==> src/rtl/num_dots_multi_pkg.sv <==
// Shared types and 5x7 glyph table for the multi-digit dot-matrix number decoder.
// Glyph layout: 5 column bytes, left column in the most significant byte, bit 7 unused.
package num_dots_pkg;

    localparam int unsigned GLYPH_W = 40;
    localparam int unsigned BCD_W   = 4;

    typedef enum logic [2:0] {
        IDLE    = 3'd0,
        NEGATE  = 3'd1,
        CONVERT = 3'd2,
        RENDER  = 3'd3,
        DONE    = 3'd4
    } state_t;

    localparam logic [GLYPH_W-1:0] GLYPH_0     = 40'h3E_51_49_45_3E;
    localparam logic [GLYPH_W-1:0] GLYPH_1     = 40'h00_42_7F_40_00;
    localparam logic [GLYPH_W-1:0] GLYPH_2     = 40'h42_61_51_49_46;
    localparam logic [GLYPH_W-1:0] GLYPH_3     = 40'h21_41_45_4B_31;
    localparam logic [GLYPH_W-1:0] GLYPH_4     = 40'h18_14_12_7F_10;
    localparam logic [GLYPH_W-1:0] GLYPH_5     = 40'h27_45_45_45_39;
    localparam logic [GLYPH_W-1:0] GLYPH_6     = 40'h3C_4A_49_49_30;
    localparam logic [GLYPH_W-1:0] GLYPH_7     = 40'h01_71_09_05_03;
    localparam logic [GLYPH_W-1:0] GLYPH_8     = 40'h36_49_49_49_36;
    localparam logic [GLYPH_W-1:0] GLYPH_9     = 40'h06_49_49_29_1E;
    localparam logic [GLYPH_W-1:0] GLYPH_BLANK = 40'h00_00_00_00_00;
    localparam logic [GLYPH_W-1:0] GLYPH_DASH  = 40'h08_08_08_08_08;

endpackage

==> src/rtl/num_dots_multi_if.sv <==
// Start/busy/done handshake plus value and bitmap bus of the number-to-dots converter.
interface num_dots_multi_if
    import num_dots_pkg::*;
#(
    parameter int unsigned WIDTH  = 16,
    parameter int unsigned DIGITS = 5
);
    logic                        start;
    logic [WIDTH-1:0]            num;
    logic                        busy;
    logic                        done;
    logic                        overflow;
    logic [DIGITS*GLYPH_W-1:0]   dots;

    modport master (output start, output num, input busy, input done, input overflow, input dots);
    modport slave  (input start, input num, output busy, output done, output overflow, output dots);
endinterface

==> src/rtl/num_dots_multi_digit_glyph.sv <==
// One BCD digit to its 5x7 bitmap; dash takes priority over blank, non-decimal codes render blank.
module digit_glyph
    import num_dots_pkg::*;
(
    input  logic [BCD_W-1:0]   bcd,
    input  logic               blank,
    input  logic               dash,
    output logic [GLYPH_W-1:0] glyph_c
);

    always_comb begin
        glyph_c = GLYPH_BLANK;
        if (dash) begin
            glyph_c = GLYPH_DASH;
        end else if (!blank) begin
            case (bcd)
                4'd0:    glyph_c = GLYPH_0;
                4'd1:    glyph_c = GLYPH_1;
                4'd2:    glyph_c = GLYPH_2;
                4'd3:    glyph_c = GLYPH_3;
                4'd4:    glyph_c = GLYPH_4;
                4'd5:    glyph_c = GLYPH_5;
                4'd6:    glyph_c = GLYPH_6;
                4'd7:    glyph_c = GLYPH_7;
                4'd8:    glyph_c = GLYPH_8;
                4'd9:    glyph_c = GLYPH_9;
                default: glyph_c = GLYPH_BLANK;
            endcase
        end
    end

endmodule

==> src/rtl/num_dots_multi.sv <==
// Binary to right-justified decimal dot-matrix glyphs via iterative double-dabble.
// Define SIGNED_DOTS_EN to treat num as two's complement with a leading minus glyph.
module num_dots_multi
    import num_dots_pkg::*;
#(
    parameter int unsigned WIDTH  = 16,
    parameter int unsigned DIGITS = 5
) (
    input  logic             clk,
    input  logic             reset_n,
    num_dots_multi_if.slave  bus
);

    localparam int unsigned BCD_BITS = DIGITS * BCD_W;
    localparam int unsigned DOTS_W   = DIGITS * GLYPH_W;
    localparam int unsigned CNT_W    = $clog2(WIDTH + 1);
    localparam int unsigned IDX_W    = (DIGITS > 1) ? $clog2(DIGITS) : 1;

    state_t               state;
    logic [WIDTH-1:0]     shift_q;
    logic [BCD_BITS-1:0]  bcd_q;
    logic                 sticky_q;
    logic [CNT_W-1:0]     bit_cnt;
    logic [IDX_W-1:0]     idx;
    logic                 seen_q;
    logic [DOTS_W-1:0]    shadow_q;
    logic [DOTS_W-1:0]    dots_q;
    logic                 busy_q;
    logic                 done_q;
    logic                 ovf_q;

    logic [BCD_BITS-1:0]  bcd_adj_c;
    logic [BCD_W-1:0]     nib_c;
    logic                 blank_c;
    logic                 dash_c;
    logic                 ovf_all_c;
    logic [GLYPH_W-1:0]   glyph_c;
    logic [DOTS_W-1:0]    shadow_next_c;

    // Double-dabble correction: every nibble >= 5 gets +3 before the shift.
    always_comb begin
        bcd_adj_c = bcd_q;
        for (int k = 0; k < int'(DIGITS); k++) begin
            if (bcd_q[k*BCD_W +: BCD_W] >= 4'd5) begin
                bcd_adj_c[k*BCD_W +: BCD_W] = bcd_q[k*BCD_W +: BCD_W] + 4'd3;
            end
        end
    end

    assign nib_c   = bcd_q[{idx, 2'b00} +: BCD_W];
    // Leading zeros blank while walking downward; the units digit always shows.
    assign blank_c = !seen_q && (nib_c == 4'd0) && (idx != IDX_W'(0));

`ifdef SIGNED_DOTS_EN
    logic                 neg_q;
    logic [IDX_W-1:0]     idx_lo_c;
    logic [BCD_W-1:0]     nib_lo_c;

    // A negative value needs one free position above its top digit for the minus sign.
    assign idx_lo_c  = (idx == IDX_W'(0)) ? IDX_W'(0) : idx - IDX_W'(1);
    assign nib_lo_c  = bcd_q[{idx_lo_c, 2'b00} +: BCD_W];
    assign ovf_all_c = sticky_q || (neg_q && (bcd_q[BCD_BITS-1 -: BCD_W] != 4'd0));
    assign dash_c    = ovf_all_c ||
                       (neg_q && blank_c && ((nib_lo_c != 4'd0) || (idx == IDX_W'(1))));
`else
    assign ovf_all_c = sticky_q;
    assign dash_c    = sticky_q;
`endif

    digit_glyph u_glyph (
        .bcd     (nib_c),
        .blank   (blank_c),
        .dash    (dash_c),
        .glyph_c (glyph_c)
    );

    always_comb begin
        shadow_next_c = shadow_q;
        for (int k = 0; k < int'(DIGITS); k++) begin
            if (idx == IDX_W'(k)) begin
                shadow_next_c[k*GLYPH_W +: GLYPH_W] = glyph_c;
            end
        end
    end

    // Control FSM; dots and overflow load together with the done pulse so no partial result is visible.
    always_ff @(posedge clk or negedge reset_n) begin
        if (!reset_n) begin
            state    <= IDLE;
            shift_q  <= '0;
            bcd_q    <= '0;
            sticky_q <= 1'b0;
            bit_cnt  <= '0;
            idx      <= '0;
            seen_q   <= 1'b0;
            shadow_q <= '0;
            dots_q   <= '0;
            busy_q   <= 1'b0;
            done_q   <= 1'b0;
            ovf_q    <= 1'b0;
`ifdef SIGNED_DOTS_EN
            neg_q    <= 1'b0;
`endif
        end else begin
            done_q <= 1'b0;
            case (state)
                IDLE: begin
                    if (bus.start) begin
                        shift_q  <= bus.num;
                        bcd_q    <= '0;
                        sticky_q <= 1'b0;
                        bit_cnt  <= '0;
                        busy_q   <= 1'b1;
`ifdef SIGNED_DOTS_EN
                        neg_q    <= bus.num[WIDTH-1];
                        state    <= NEGATE;
`else
                        state    <= CONVERT;
`endif
                    end
                end
`ifdef SIGNED_DOTS_EN
                NEGATE: begin
                    if (neg_q) begin
                        shift_q <= -shift_q;
                    end
                    state <= CONVERT;
                end
`endif
                CONVERT: begin
                    bcd_q   <= {bcd_adj_c[BCD_BITS-2:0], shift_q[WIDTH-1]};
                    shift_q <= {shift_q[WIDTH-2:0], 1'b0};
                    if (bcd_adj_c[BCD_BITS-1]) begin
                        sticky_q <= 1'b1;
                    end
                    bit_cnt <= bit_cnt + CNT_W'(1);
                    if (bit_cnt == CNT_W'(WIDTH - 1)) begin
                        idx    <= IDX_W'(DIGITS - 1);
                        seen_q <= 1'b0;
                        state  <= RENDER;
                    end
                end
                RENDER: begin
                    shadow_q <= shadow_next_c;
                    if (nib_c != 4'd0) begin
                        seen_q <= 1'b1;
                    end
                    idx <= idx - IDX_W'(1);
                    if (idx == IDX_W'(0)) begin
                        dots_q <= shadow_next_c;
                        ovf_q  <= ovf_all_c;
                        done_q <= 1'b1;
                        busy_q <= 1'b0;
                        state  <= DONE;
                    end
                end
                DONE: begin
                    state <= IDLE;
                end
                default: begin
                    state <= IDLE;
                end
            endcase
        end
    end

    assign bus.busy     = busy_q;
    assign bus.done     = done_q;
    assign bus.overflow = ovf_q;
    assign bus.dots     = dots_q;

endmodule

==> src/flat_wrapper.sv <==
// flat-port wrapper written by rule: the top's interface ports become plain ports
module num_dots_multi_flat import num_dots_pkg::*;
#(
    parameter int unsigned WIDTH  = 16,
    parameter int unsigned DIGITS = 5
)
  (clk, reset_n, bus_start, bus_num, bus_busy, bus_done, bus_overflow, bus_dots);
  num_dots_multi_if #(.WIDTH(WIDTH), .DIGITS(DIGITS)) bus_i ();
  input  logic clk;
  input  logic reset_n;
  input wire logic [$bits(bus_i.start)-1:0] bus_start;
  input wire logic [$bits(bus_i.num)-1:0] bus_num;
  output wire logic [$bits(bus_i.busy)-1:0] bus_busy;
  output wire logic [$bits(bus_i.done)-1:0] bus_done;
  output wire logic [$bits(bus_i.overflow)-1:0] bus_overflow;
  output wire logic [$bits(bus_i.dots)-1:0] bus_dots;
  assign bus_i.start = bus_start;
  assign bus_i.num = bus_num;
  assign bus_busy = bus_i.busy;
  assign bus_done = bus_i.done;
  assign bus_overflow = bus_i.overflow;
  assign bus_dots = bus_i.dots;
  num_dots_multi #(.WIDTH(WIDTH), .DIGITS(DIGITS)) u_core (.clk(clk), .reset_n(reset_n), .bus(bus_i));
endmodule
==> config.mk <==
export PLATFORM = sky130hd
export DESIGN_NAME = num_dots_multi_flat
export DESIGN_NICKNAME = d
export VERILOG_FILES = /design/src/rtl/num_dots_multi_pkg.sv /design/src/rtl/num_dots_multi_if.sv /design/src/rtl/num_dots_multi_digit_glyph.sv /design/src/rtl/num_dots_multi.sv /design/src/flat_wrapper.sv
export SDC_FILE = /design/constraint.sdc
export NUM_CORES = 1
export LEC_CHECK = 0
export CAP_MARGIN = 20
export CORE_ASPECT_RATIO = 0.6
export CORE_UTILIZATION = 55
export CTS_CLUSTER_DIAMETER = 150
export DETAILED_ROUTE_END_ITERATION = 12
export GPL_TIMING_DRIVEN = 0
export HOLD_SLACK_MARGIN = 0.02
export PLACE_DENSITY_LB_ADDON = 0.15
export SLEW_MARGIN = 30
export SYNTH_ARGS = -nofsm -noshare
export SYNTH_HDL_FRONTEND = slang
export SYNTH_SLANG_ARGS = --single-unit
==> constraint.sdc <==
create_clock -name clk -period 3.4 [get_ports clk]
set_input_delay 0.68 -clock clk [delete_from_list [all_inputs] [get_ports clk]]
set_output_delay 0.68 -clock clk [all_outputs]
set_load 0.01 [all_outputs]
After elaboration in Yosys (flattened, before gate mapping)
Memory sizes are Yosys's and may differ from the RTL's.
Index checks and enable logic that the tools add are counted.
{"block": "totals", "reg_bits": 452, "latch_bits": 0, "ram_bits": 0, "romBits": 560, "input_bits": 19, "word_cells": 91, "n_memories": 1}
{"block": "op_classes", "add_sub_neg": 7, "multipliers": 0, "div": 0, "n_lt_le_gt_ge": 5, "eq_ne": 12, "shift": 1, "muxes": 35, "bitwise_logic": 0, "reduce_logical": 18}
{"name": "(no name shown)", "words": 16, "word_bits": 35, "read_ports": 1, "rd_clocked_by_memory_dff": 0, "write_ports": 0, "line": "num_dots_multi_digit_glyph.sv:16", "text": "case (bcd)"}
{"operator": "40-bit two-way mux", "n": 7}
{"operator": "20-bit one-hot mux with 2 select lines", "n": 1}
{"operator": "16-bit one-hot mux with 2 select lines", "n": 1}
{"operator": "4-bit by 2-bit adder with 4-bit output, second input constant", "n": 5}
{"operator": "4-bit by 3-bit >= comparator with 1-bit output, second input constant", "n": 5}
{"operator": "20-bit two-way mux", "n": 1}
{"operator": "4-bit two-way mux", "n": 5}
{"operator": "20-bit by 6-bit variable part select with 4-bit output", "n": 1}
{"operator": "16-bit two-way mux", "n": 1}
{"operator": "3-bit by 2-bit equality test with 1-bit output, second input constant", "n": 4}
{"operator": "3-bit two-way mux", "n": 4}
{"operator": "3-bit AND reduction", "n": 4}
{"operator": "5-bit one-hot mux with 2 select lines", "n": 1}
{"operator": "3-bit one-hot mux with 3 select lines", "n": 1}
{"operator": "1-bit two-way mux", "n": 8}
{"operator": "2-bit by 1-bit != test with 1-bit output, second input constant", "n": 4}
{"operator": "3-bit logical NOT", "n": 2}
{"operator": "1-bit one-hot mux with 2 select lines", "n": 3}
{"operator": "3-bit one-hot mux with 2 select lines", "n": 1}
{"operator": "2-bit AND reduction", "n": 3}
{"operator": "2-bit nonzero test", "n": 3}
{"operator": "5-bit by 1-bit adder with 5-bit output, second input constant", "n": 1}
{"operator": "5-bit by 4-bit equality test with 1-bit output, second input constant", "n": 1}
{"operator": "5-bit two-way mux", "n": 1}
{"operator": "other kinds (9)", "n": 10}

Logic depth before layout (Yosys ltp)
Gate-level depths: netlist (run 1).
{"block": "depth", "word_depth": 7, "ltp_mapped": 14, "mapped_depth_nobuf": 10}

Hierarchy
From an unflattened synthesis (run 1), not the netlist that was laid out.
{"block": "hier_totals", "hier_cells": 1591, "area_unflattened_um2": 18266.3}
{"mod": "num_dots_multi", "n_inst": 1, "cells_each": 1492, "area_each_um2": 17589.4, "seq_area_each_um2": 10309.9}
{"mod": "digit_glyph", "n_inst": 1, "cells_each": 99, "area_each_um2": 676.9, "seq_area_each_um2": 0.0}

Least setup slack after synthesis (run 1)
Ideal clock, no wire load.
{"block": "synth_timing", "kind": "reg-to-reg", "start": "reg u_core.idx[0]", "end": "reg u_core.shadow_q[160]", "arrival_time_ps": 2945, "required_ps": 3270, "slack_ps": 326, "stages_incl_launch_ff": 15, "period_less_slack_ps": 3074, "cell_sequence": "dfrtp_1 -> buf_4 -> buf_6 -> mux2i_1 -> nor2_1 -> a211oi_1 -> ha_1 -> inv_1 -> a2111oi_2 -> a21o_1 -> buf_6 -> nor2_8 -> o211ai_4 -> buf_6 -> o21ai_1"}
{"block": "synth_between", "elab_chain_len": 7, "elab_cells_between_ends": 10, "classes_between": "eq/ne (1); shift (1); mux (3); reduce/logical (4); memory (1)"}
{"item": "from (decl)", "line": "num_dots_multi.sv:24", "text": "logic [IDX_W-1:0] idx;"}
{"item": "from (signal assigned)", "line": "num_dots_multi.sv:138", "text": "idx <= IDX_W'(DIGITS - 1);"}
{"item": "from (signal assigned)", "line": "num_dots_multi.sv:148", "text": "idx <= idx - IDX_W'(1);"}
{"item": "branches (longest 6 deep; another with memory read 16 x 35 bit)"}
{"item": "40-bit two-way mux (*)", "line": "num_dots_multi.sv:80", "text": "if (idx == IDX_W'(k)) begin"}
{"item": "to (signal assigned)", "line": "num_dots_multi.sv:144", "text": "shadow_q <= shadow_next_c;"}
{"item": "to (decl)", "line": "num_dots_multi.sv:26", "text": "logic [DOTS_W-1:0] shadow_q;"}
Every way passes the cells marked *.
A chain may end at the register's enable or synchronous reset.

Final worst setup path (run 1)
{"block": "layout_timing", "start": "reg u_core.idx[1]", "end": "reg u_core.dots_q[126], in the netlist u_core.bus.dots[126]"}
{"block": "layout_between", "elab_chain_len": 7, "elab_cells_between_ends": 12, "classes_between": "eq/ne (1); shift (1); mux (3); reduce/logical (6); memory (1)"}
{"item": "branches (longest 7 deep; another with memory read 16 x 35 bit)"}
{"item": "to (signal assigned)", "line": "num_dots_multi.sv:150", "text": "dots_q <= shadow_next_c;"}
{"item": "to (decl)", "line": "num_dots_multi.sv:27", "text": "logic [DOTS_W-1:0] dots_q;"}
Parallel ways; which one is timed is not known.

==> results of run 1 <==
==> layout make-up <==
cell class	instances	area, µm²	share of cell area
Inverter	25	100	0.00455
Timing Repair Buffer	243	2510	0.114
Tap cell	416	520	0.0237
Clock inverter	12	159	0.00723
Clock buffer	52	1080	0.0493
Buffer	120	549	0.0250
Sequential cell	412	10300	0.469
Multi-Input combinational cell	1229	6750	0.307
==> power by group <==
group	switching, mW	internal (mW)	leakage [nW]
registers	0.891	6.04	5.56
logic	4.51	2.94	3.79
clock network	1.92	2.47	0.607
==> flip-flops by register name, indices dropped and copies added (netlist names) <==
| register | cells |
|---|---|
| u_core.bus.done | 1 |
| u_core.bcd_q | 20 |
| u_core.dash_c | 1 |
| u_core.bit_cnt | 5 |
| u_core.bus.busy | 1 |
| u_core.bus.overflow | 1 |
| u_core.shift_q | 16 |
| u_core.idx | 3 |
| u_core.bus.dots | 200 |
| u_core.shadow_q | 160 |
| u_core.state | 3 |
| u_core.seen_q | 1 |
==> how the worst max path moves through the flow <==
stage                  startpoint                    to  slack [ns]
floorplan           u_core.idx[0]  u_core.shadow_q[160]        0.33
global placement          reset_n  u_core.bus.dots[103]      -16.01
detailed placement  u_core.idx[0]   u_core.shadow_q[54]       -0.89
CTS                 u_core.idx[0]   u_core.shadow_q[90]      -0.005
global route        u_core.idx[0]  u_core.bus.dots[129]        0.01
finish              u_core.idx[1]  u_core.bus.dots[126]        0.06
==> cells in the final DEF (no fill, tap or decap), drive strengths merged, types with 9 or more instances in the layout <==
master,count
a22oi,10
o31ai,9
nand3,46
o22ai,24
and2,30
clkbuf,151
nand2,421
nand2b,11
a21o,12
o21ai,254
a221oi,14
o211ai,11
nor3,10
nor2,110
a21oi,131
dfrtp,412
buf,43
and3,27
inv,24
clkdlybuf4s50,220
ha,25
==> synth_stat cells (all sizes together) (6+ instances only) <==
cell type	n
a211oi	8
a21o	12
a21oi	131
a221oi	14
a22oi	10
a32o	6
and2	30
and3	27
buf	22
clkbuf	100
dfrtp	412
ha	25
inv	24
mux2i	8
nand2	421
nand2b	11
nand3	46
nor2	110
nor3	10
o211ai	11
o21ai	254
o22ai	24
o31ai	9
xnor2	6
xor2	6
==> layer usage <==
layer	vias up	part of all wire
li1	6651	-
met1	7801	0.43
met2	958	0.41
met3	136	0.12
met4	2	0.028
met5	-	0.0013
==> stage by stage <==
stage	total power [mW]	std cells	setup TNS [ns]	setup WS, ns	cell area (µm²)
3_3_place_gp	13.5	2425	-6810.48	-16.01	20200
4_1_cts	18.4	2505	-0.00516	-0.00516	21900
5_1_grt	19.6	2509	0	0.00987	22000
2_1_floorplan	10.5	1788	0	0.326	17500
3_5_place_dp	13.7	2430	-129.88	-0.890	20300
6_report	18.8	2509	0	0.0577	22000
==> repair_timing <==
item | 4_1_cts | 5_1_grt
gates resized for setup | 39 | 17
endpoints found under the hold margin | 16 | 0
setup endpoints to repair | 308 | 267
pin swaps | 2 | 6
setup buffers | 11 | 5
hold buffers | 1 | 0
==> critical path: stages (launching register included) <==
cell and delay (ns):
dfrtp_1 0.41, buf_4 0.19, or2_1 0.31, nor2_1 0.25, a211oi_4 0.07, buf_4 0.16, ha_4 0.19, clkinvlp_4 0.13
a2111oi_4 0.07, a21o_1 0.20, buf_12 0.16, nor3_4 0.62, nand2_1 0.28, a21oi_1 0.21
==> kinds of logic after synthesis <==
kind of cell	Yosys count	share of synthesized area
and+or+nand+nor	672	0.168
AOI/OAI and AO/OA	509	0.173
DFF	412	0.591
buffers and inverters	147	0.0362
adders and majority gates	25	0.0179
xor gates and xnor gates	12	0.00602
muxes	11	0.00803
==> reports/qor.csv, run 1 <==
stage,metric,value,unit
run_status,run_status,completed,
synth,yosysWarnings,0,
timing,setup_viol,0,
synth,synth_top_area_cell,dfrtp_1,
power_and_ir_drop,p_leak,9.95,nW
clock_network,path_clk_slew,0.08,ns
grt,grt_util_met2,0.516,
finish,nets,2112,
timing,fin_crit_sh,0.983,
finish,drive_above_1_share,0.0917,
grt,grt_max_degree,88,
power_and_ir_drop,peakVddDrop,0.578,mV
grt,grt_busiest_layer,met1,
setup_path,critPathRequiredTime,3.88,ns
timing,hold_viol_final,0,
clock_network,insertion_delay,0.57,ns
floorplanning,io_pins,222,
timing,drv_slew,0,
setup_path,path_max_fanout,10,
floorplanning,die_area,0.0325,mm²
detailed_routing,wirelength,60600,µm
synth,ys.flop_type,dfrtp_1,
detailed_routing,wl_per_cell,24.1,µm
grt,grt_overflow,0,
clock_network,cts_tree,yes,
floorplanning,rows,50,
clock_network,clk_path_buf_depth,3,
synth,netlist_instances,1788,
synth,yosysSeqAreaShare,0.591,
floorplanning,start_util,0.559,
floorplanning,core_area,0.0312,mm²
finish,nFillCells,2380,
grt,grt_pass1_wl,91200,µm
synth,syn_avg_cell_area,9.76,µm²
setup_path,worstReg2RegStart,u_core.idx[1],
grt,grtUsageMet1,0.574,
setup_path,critPathArrivalTime,3.83,ns
detailed_routing,ant_nets,0,
timing,finClkSkew,0.0279,ns
setup_path,worstRegToRegCells,13,
setup_path,critical_path_class,flop to flop,
clock_network,h-tree-depth,2,
detailed_routing,drt_iter0_drc,2075,
detailed_routing,drt-pass1-iter-count,5,
clock_network,cts_buffers,37,
timing,fmax,299,MHz
synth,synth-seq-cells,412,
timing,rsz0062_at_grt,no,
floorplanning,die_x,232,µm
clock_network,numClockSinks,412,
synth,synth_fp_nets,1832,
synth,synth_edf_count,0,
grt,use_met3,0.117,
hold_path,min_from,u_core.shadow_q[185],
setup_path,critPathCaptureType,flop,
floorplanning,die_h,140,µm
hold_path,hold_end,u_core.bus.dots[185],
detailed_routing,drc,0,
finish,num_antenna_cells,0,
placed_design,port_buffers,221,
finish,areaGrowthSynthToFinish,26.0,%
setup_path,r2r_end,u_core.bus.dots[126],
setup_path,r2r_slack,0.06,ns
grt,grt_use_total,0.379,
timing,worst_slew_pin_slew,0.961,ns
synth,syn_area,0.0175,mm²
grt,grt_pass1_vias,14900,
finish,final_util,0.704,
timing,relSlewSlack,0.352,
timing,hold_slack,0.467,ns
timing,finalCriticalPeriod,3.34,ns
setup_path,critPathLaunchType,flop,
synth,ys_top_cells_by_area,"dfrtp_1 59%, nand2_1 8.9%, o21ai_0 6.5%, a21oi_1 3.7%, nor2_1 2.3%",
detailed_routing,viasPerCell,6.20,
synth,netlist.area_leader.share,0.591,
hold_path,worst_hold_path.num_cells,2,
detailed_routing,vias,15500,
synth,synth-async-reset-ratio,1.00,
clock_network,root_buffer,clkbuf_16,
job,cap_violations,0,
placed_design,dp_hpwl,43600,µm
grt,antenna_found_initial,0,
power_and_ir_drop,pwr_density_cell,854,mW/mm²
hold_path,hold_path_class,flop to flop,
placed_design,gp_congestion,0.970,
synth,yosysUniqueCellTypes,75,
(Power assumes the default switching activity.)
==> run 2: changes to the inputs <==
--- a/config.mk
+++ b/config.mk
@@ -5,10 +5,9 @@
 export SDC_FILE = /design/constraint.sdc
 export NUM_CORES = 1
 export LEC_CHECK = 0
-export CAP_MARGIN = 20
+export CAP_MARGIN = 10
 export CORE_ASPECT_RATIO = 0.6
 export CORE_UTILIZATION = 55
-export CTS_CLUSTER_DIAMETER = 150
 export DETAILED_ROUTE_END_ITERATION = 12
 export GPL_TIMING_DRIVEN = 0
 export HOLD_SLACK_MARGIN = 0.02
==> results of run 2 <==
Final layout, timing and power as in run 1 (identical DEF).
